`src/rtl/exe_hazard_ctrl.sv`:
```
// Execute-stage pipeline control: operand forwarding selects, load-use and RAW stalls,
// branch flush sequencing and the SRAM request/freeze handshake with a sticky timeout flag.
module exe_hazard_ctrl #(
  parameter bit         FWD_EN  = 1'b1,
  parameter logic [3:0] TIMEOUT = 4'd15
) (
  input  logic       clk,
  input  logic       rst,
  input  logic [3:0] id_src1,
  input  logic [3:0] id_src2,
  input  logic       id_two_src,
  input  logic       id_use_src1,
  input  logic [3:0] exe_dest,
  input  logic       exe_wb_en,
  input  logic       exe_mem_r_en,
  input  logic       exe_branch,
  input  logic [3:0] mem_dest,
  input  logic       mem_wb_en,
  input  logic       mem_r_en,
  input  logic       mem_w_en,
  input  logic [3:0] wb_dest,
  input  logic       wb_wb_en,
  input  logic       sram_ack,
  output logic [1:0] sel_src1,
  output logic [1:0] sel_src2,
  output logic       hazard_stall,
  output logic       flush,
  output logic       mem_freeze,
  output logic       sram_req,
  output logic       sram_err
);

  typedef enum logic [1:0] {
    S_IDLE = 2'd0,
    S_WAIT = 2'd1,
    S_DONE = 2'd2
  } state_t;

  state_t     r_state;
  state_t     w_state_next;
  logic [3:0] r_cnt;
  logic [3:0] w_cnt_next;
  logic       r_err;
  logic       w_err_next;
  logic       r_flush;
  logic       w_flush_next;
  logic       r_ack_early;
  logic       w_ack_early_next;

  logic       w_req;
  logic       w_freeze;
  logic       w_flush;
  logic       w_hazard;
  logic       w_stall;

  logic [3:0] w_src     [2];
  logic [1:0] w_rd;
  logic [1:0] w_exe_hit;
  logic [1:0] w_mem_hit;
  logic [1:0] w_sel     [2];

  // The WB stage is resolved by the register file write-through, so it never forwards here.
  logic w_wb_unused;
  assign w_wb_unused = ^{wb_dest, wb_wb_en};

  assign w_src[0] = id_src1;
  assign w_src[1] = id_src2;
  assign w_rd     = {id_two_src, id_use_src1};

  genvar gi;
  generate
    for (gi = 0; gi < 2; gi++) begin : g_opnd
      assign w_exe_hit[gi] = w_rd[gi] & exe_wb_en & (exe_dest == w_src[gi]);
      assign w_mem_hit[gi] = w_rd[gi] & mem_wb_en & (mem_dest == w_src[gi]);

      // A load in EXE has no data yet; that operand falls through to the MEM check.
      always_comb begin
        w_sel[gi] = 2'd0;
        if (FWD_EN) begin
          if (w_exe_hit[gi] && !exe_mem_r_en) begin
            w_sel[gi] = 2'd1;
          end else if (w_mem_hit[gi]) begin
            w_sel[gi] = 2'd2;
          end
        end
      end
    end
  endgenerate

  always_comb begin
    if (FWD_EN) begin
      w_hazard = exe_mem_r_en & (|w_exe_hit);
    end else begin
      w_hazard = (|w_exe_hit) | (|w_mem_hit);
    end
  end

  assign w_flush      = exe_branch | r_flush;
  assign w_stall      = w_hazard & ~w_flush;
  assign w_flush_next = w_flush & w_freeze;

  always_comb begin
    w_state_next     = r_state;
    w_cnt_next       = r_cnt;
    w_err_next       = r_err;
    w_ack_early_next = r_ack_early;
    w_req            = 1'b0;
    w_freeze         = 1'b0;
    case (r_state)
      S_IDLE: begin
        if (mem_r_en || mem_w_en) begin
          w_req            = 1'b1;
          w_freeze         = 1'b1;
          w_cnt_next       = 4'd0;
          w_ack_early_next = sram_ack;
          w_state_next     = S_WAIT;
        end
      end
      S_WAIT: begin
        w_freeze = 1'b1;
        if (r_cnt != TIMEOUT) begin
          w_cnt_next = r_cnt + 4'd1;
        end
        // Timeout fires as the counter reaches TIMEOUT, i.e. after exactly TIMEOUT wait cycles.
        if (sram_ack || r_ack_early) begin
          w_ack_early_next = 1'b0;
          w_state_next     = S_DONE;
        end else if (r_cnt >= (TIMEOUT - 4'd1)) begin
          w_err_next   = 1'b1;
          w_state_next = S_DONE;
        end
      end
      S_DONE: begin
        w_state_next = S_IDLE;
      end
      default: begin
        w_state_next = S_IDLE;
      end
    endcase
  end

  always_ff @(posedge clk or negedge rst) begin
    if (!rst) begin
      r_state     <= S_IDLE;
      r_cnt       <= 4'd0;
      r_err       <= 1'b0;
      r_flush     <= 1'b0;
      r_ack_early <= 1'b0;
    end else begin
      r_state     <= w_state_next;
      r_cnt       <= w_cnt_next;
      r_err       <= w_err_next;
      r_flush     <= w_flush_next;
      r_ack_early <= w_ack_early_next;
    end
  end

  // Reset forces every output low, including the purely combinational ones.
  assign sel_src1     = {2{rst}} & w_sel[0];
  assign sel_src2     = {2{rst}} & w_sel[1];
  assign hazard_stall = rst & w_stall;
  assign flush        = rst & w_flush;
  assign mem_freeze   = rst & w_freeze;
  assign sram_req     = rst & w_req;
  assign sram_err     = rst & r_err;

endmodule

```
`config.mk`:
```
export PLATFORM = sky130hd
export DESIGN_NAME = exe_hazard_ctrl
export DESIGN_NICKNAME = d
export VERILOG_FILES = /design/src/rtl/exe_hazard_ctrl.sv
export SDC_FILE = /design/constraint.sdc
export NUM_CORES = 1
export LEC_CHECK = 0
export BUFFER_PORTS_ARGS = -buffer_cell sky130_fd_sc_hd__buf_2
export CAP_MARGIN = 5
export CELL_PAD_IN_SITES_DETAIL_PLACEMENT = 1
export CELL_PAD_IN_SITES_GLOBAL_PLACEMENT = 1
export CORE_UTILIZATION = 29
export CTS_CLUSTER_SIZE = 8
export DETAILED_ROUTE_END_ITERATION = 6
export HOLD_SLACK_MARGIN = 0.1
export PLACE_DENSITY_LB_ADDON = 0.25
export SYNTH_ARGS = -nofsm -noshare
export SYNTH_HDL_FRONTEND = slang
export SYNTH_SLANG_ARGS = --single-unit
export TNS_END_PERCENT = 5
```
`constraint.sdc`:
```
create_clock -name clk -period 1.8 [get_ports clk]
set_input_delay 0.36 -clock clk [delete_from_list [all_inputs] [get_ports clk]]
set_output_delay 0.36 -clock clk [all_outputs]
set_load 0.02 [all_outputs]
```
==> results.py <==
metrics = {
    "finish": {
        "nFillCells": 295,
        "stdcell_area_um2": 977,
        "finalNonFillerCells": 153,
        "layout-drive-gt1-share_pct": 36.8,
        "nets": 160,
        "multiInputGateArea_um2": 475,
        "area_growth_pct": 36.5,
        "insertedDiodeCount": 0,
        "regArea_um2": 226,
    },
    "clock_tree": {
        "cts_sinks": 9,
        "htree_levels": 1,
        "worstSkewPairLatency_ns": 0.27,
        "ctsRootBufferMaster": "clkbuf_4",
        "numCtsBuffers": 3,
        "clkTransAtPathRegs_ns": 0.06,
        "clockBufferDepth": 2,
        "cts_tree": "built",
    },
    "placement": {
        "place_area_um2": 921,
        "routabilityCongestion": 0.860,
        "portBuffers": 35,
        "dp_hpwl_um": 1640,
        "place_inst": 147,
    },
    "detailed_routing": {
        "drtIter0Drc": 8,
        "first_pass_iters": 4,
        "drtAntennaViolNets": 0,
        "post_drt_via_cell_ratio": 5.10,
        "wirelength_um": 2090,
        "dr_total_vias": 780,
        "drc_errors": 0,
        "routedWlPerCell_um": 13.7,
    },
    "floorplanning": {
        "coreArea_um2": 2280,
        "die_area_um2": 2670,
        "die_h_um": 51.7,
        "initial_core_util_pct": 31.4,
        "ios": 41,
        "dieWidth_um": 51.7,
        "std_cell_rows": 17,
    },
    "setup_path": {
        "crit_path_start_kind": "input port",
        "r2r-start": "r_cnt[0]",
        "r2r.worst_path.cells": 6,
        "worstPathArrival_ns": 1.41,
        "endpoint_kind": "output port",
        "reg2reg_to": "r_state[0]",
        "worst-setup-path-type": "input port to output port",
        "worstPathRequired_ns": 1.44,
        "cp_max_fo": 3,
        "rrSetupSlack_ns": 0.38,
    },
    "synthesis": {
        "netlist_instances": 85,
        "avgSynthCellArea_um2": 8.42,
        "synth-seq-area-share_pct": 31.5,
        "synth_fp_nets": 119,
        "synth-seq-cells": 9,
        "ys_warn_count": 0,
        "synth_area_um2": 716,
        "yosys.cell_types.count": 27,
    },
    "global_route": {
        "track_usage_pct": 17.7,
        "antenna_found_initial": 0,
        "grt_pass1_wl_um": 3420,
        "first_global_vias": 769,
        "grt_max_degree": 11,
        "grt_overflow": 0,
    },
    "timing": {
        "slew_headroom_pct": 71.6,
        "hold_viol_final": 0,
        "drv_slew": 0,
        "worstMarginPinSlew_ns": 0.425,
        "min_period_ns": 1.77,
        "fmax_mhz": 565,
        "fin_crit_sh_pct": 98.4,
        "setup_viol": 0,
        "skew_ns": 0.00464,
        "rsz0062_at_grt": "yes",
    },
    "power_and_ir_drop": {
        "p_per_area_nw_per_um2": 928,
        "peakVddDrop_v": 0.000537,
        "p_leak_uw": 0.000488,
    },
    "hold_path": {
        "min_path_type": "input port to flip-flop",
        "min_from": "exe_branch",
        "hold_path_end": "r_flush",
        "whs_path_depth": 3,
    },
    "run_status": {
        "status": "finished clean",
    },
    "flow_run": {
        "cap_violations": 0,
    },
}
## cells in the mapped netlist
library cell	n	share of area (%)
nor2_1	11	5.8
nor2b_1	2	1.7
o21a_1	2	2.1
nor4_1	3	2.6
nand2b_1	1	0.87
o21ai_0	3	2.1
nor3_1	4	2.8
and2_1	1	0.87
and3_1	1	0.87
nand4_1	7	6.1
a22oi_1	1	1.0
ha_1	2	3.5
a31o_2	2	2.4
o211a_1	1	1.4
a22o_1	2	2.4
nand4b_1	1	1.2
dfrtp_1	9	31
nand3_1	1	0.70
xor2_1	12	15
a21oi_1	6	4.2
or2_2	1	0.87
xnor2_1	4	4.9
buf_2	1	0.70
or2_1	1	0.87
nand2_1	2	1.0
inv_1	3	1.6
buf_4	1	1.0
## report_power, final
part,switching [uW],total [uW],internal [uW]
combinational,195,372,177
sequential,105,377,272
clock,72.6,158,85.6
total,373,907,534
## stage by stage
stage	worst slack [ns]	util (%)	setup TNS (ns)	total power, uW	hold slack (ns)
4_1_cts	0.0199	42.1	0	888	0.366
3_3_place_gp	0.0595	40.5	0	709	0.372
6_report	0.0291	42.9	0	907	0.355
2_1_floorplan	0.235	-	0	608	0.0644
3_5_place_dp	0.0455	40.5	0	721	0.376
5_1_grt	-0.0598	42.9	-0.108	994	0.387
## sequential cells by signal, indices dropped and copies added (netlist names)
signal	flops
r_err	1
r_cnt	4
r_ack_early	1
r_state	2
r_flush	1
## cell families after synthesis
| group | count (synthesis) | share of synthesized area, % |
|---|---|---|
| compound gates | 17 | 15.7 |
| xor+xnor | 16 | 19.6 |
| fa+ha+maj | 2 | 3.50 |
| buf+inv | 5 | 3.32 |
| flops | 9 | 31.5 |
| simple gates | 36 | 26.4 |
## what timing repair did
item / CTS / global route
setup buffers: 0 / 1
gates resized for setup: 0 / 4
hold buffers: 1 / 0
hold endpoints to repair: 9 / 0
endpoints found under the setup margin: 0 / 5
## layout by cell type, fill, tap and decap left out, drive strengths merged
cell | synthesis | final
buf | 2 | 37
xor2 | 12 | 12
nor2 | 11 | 11
dfrtp | 9 | 9
nand4 | 7 | 7
a21oi | 6 | 6
xnor2 | 4 | 4
nor3 | 4 | 4
clkbuf | 0 | 4
nor4 | 3 | 3
inv | 3 | 3
o21ai | 3 | 3
o21a | 2 | 2
a31o | 2 | 2
a22o | 2 | 2
nor2b | 2 | 2
nand2 | 2 | 2
ha | 2 | 2
or2 | 2 | 2
nand2b | 1 | 1
nand3 | 1 | 1
and2 | 1 | 1
o211a | 1 | 1
and3 | 1 | 1
nand4b | 1 | 1
a22oi | 1 | 1
dlygate4sd3 | 0 | 1
## metal layers
| metal | routed length, um | up-vias | track usage [%] |
|---|---|---|---|
| met1 | 959 | 373 | 21.9 |
| li1 | - | 383 | - |
| met5 | 0 | - | 0 |
| met3 | 87 | 4 | 5.26 |
| met2 | 1030 | 20 | 29.2 |
| met4 | 17 | 0 | 5.41 |
## critical path: stages
cell and delay [ns]:
buf_2 0.12, xor2_1 0.17, nor3_2 0.19, nand4_1 0.20, o21a_1 0.23, buf_2 0.15
## final cells by class
cell class,count,area share [%]
sequential,9,23.2
tap,28,3.59
multi-input combinational,71,48.7
inverter,3,1.15
clock buffer,4,2.69
timing repair buffer,38,20.7
## worst max-delay path by stage
stage | slack [ns] | end | depth (start not counted) | start
2_1_floorplan | 0.23 | hazard_stall | 4 | exe_dest[1]
3_3_place_gp | 0.06 | sel_src1[1] | 6 | exe_dest[0]
3_5_place_dp | 0.05 | hazard_stall | 6 | exe_dest[1]
4_1_cts | 0.02 | mem_freeze | 4 | r_state[0]
5_1_grt | -0.06 | sel_src1[1] | 6 | exe_dest[1]
6_report | 0.03 | sel_src1[1] | 6 | exe_dest[1]
Note: power is estimated with default switching activity, not from simulation.
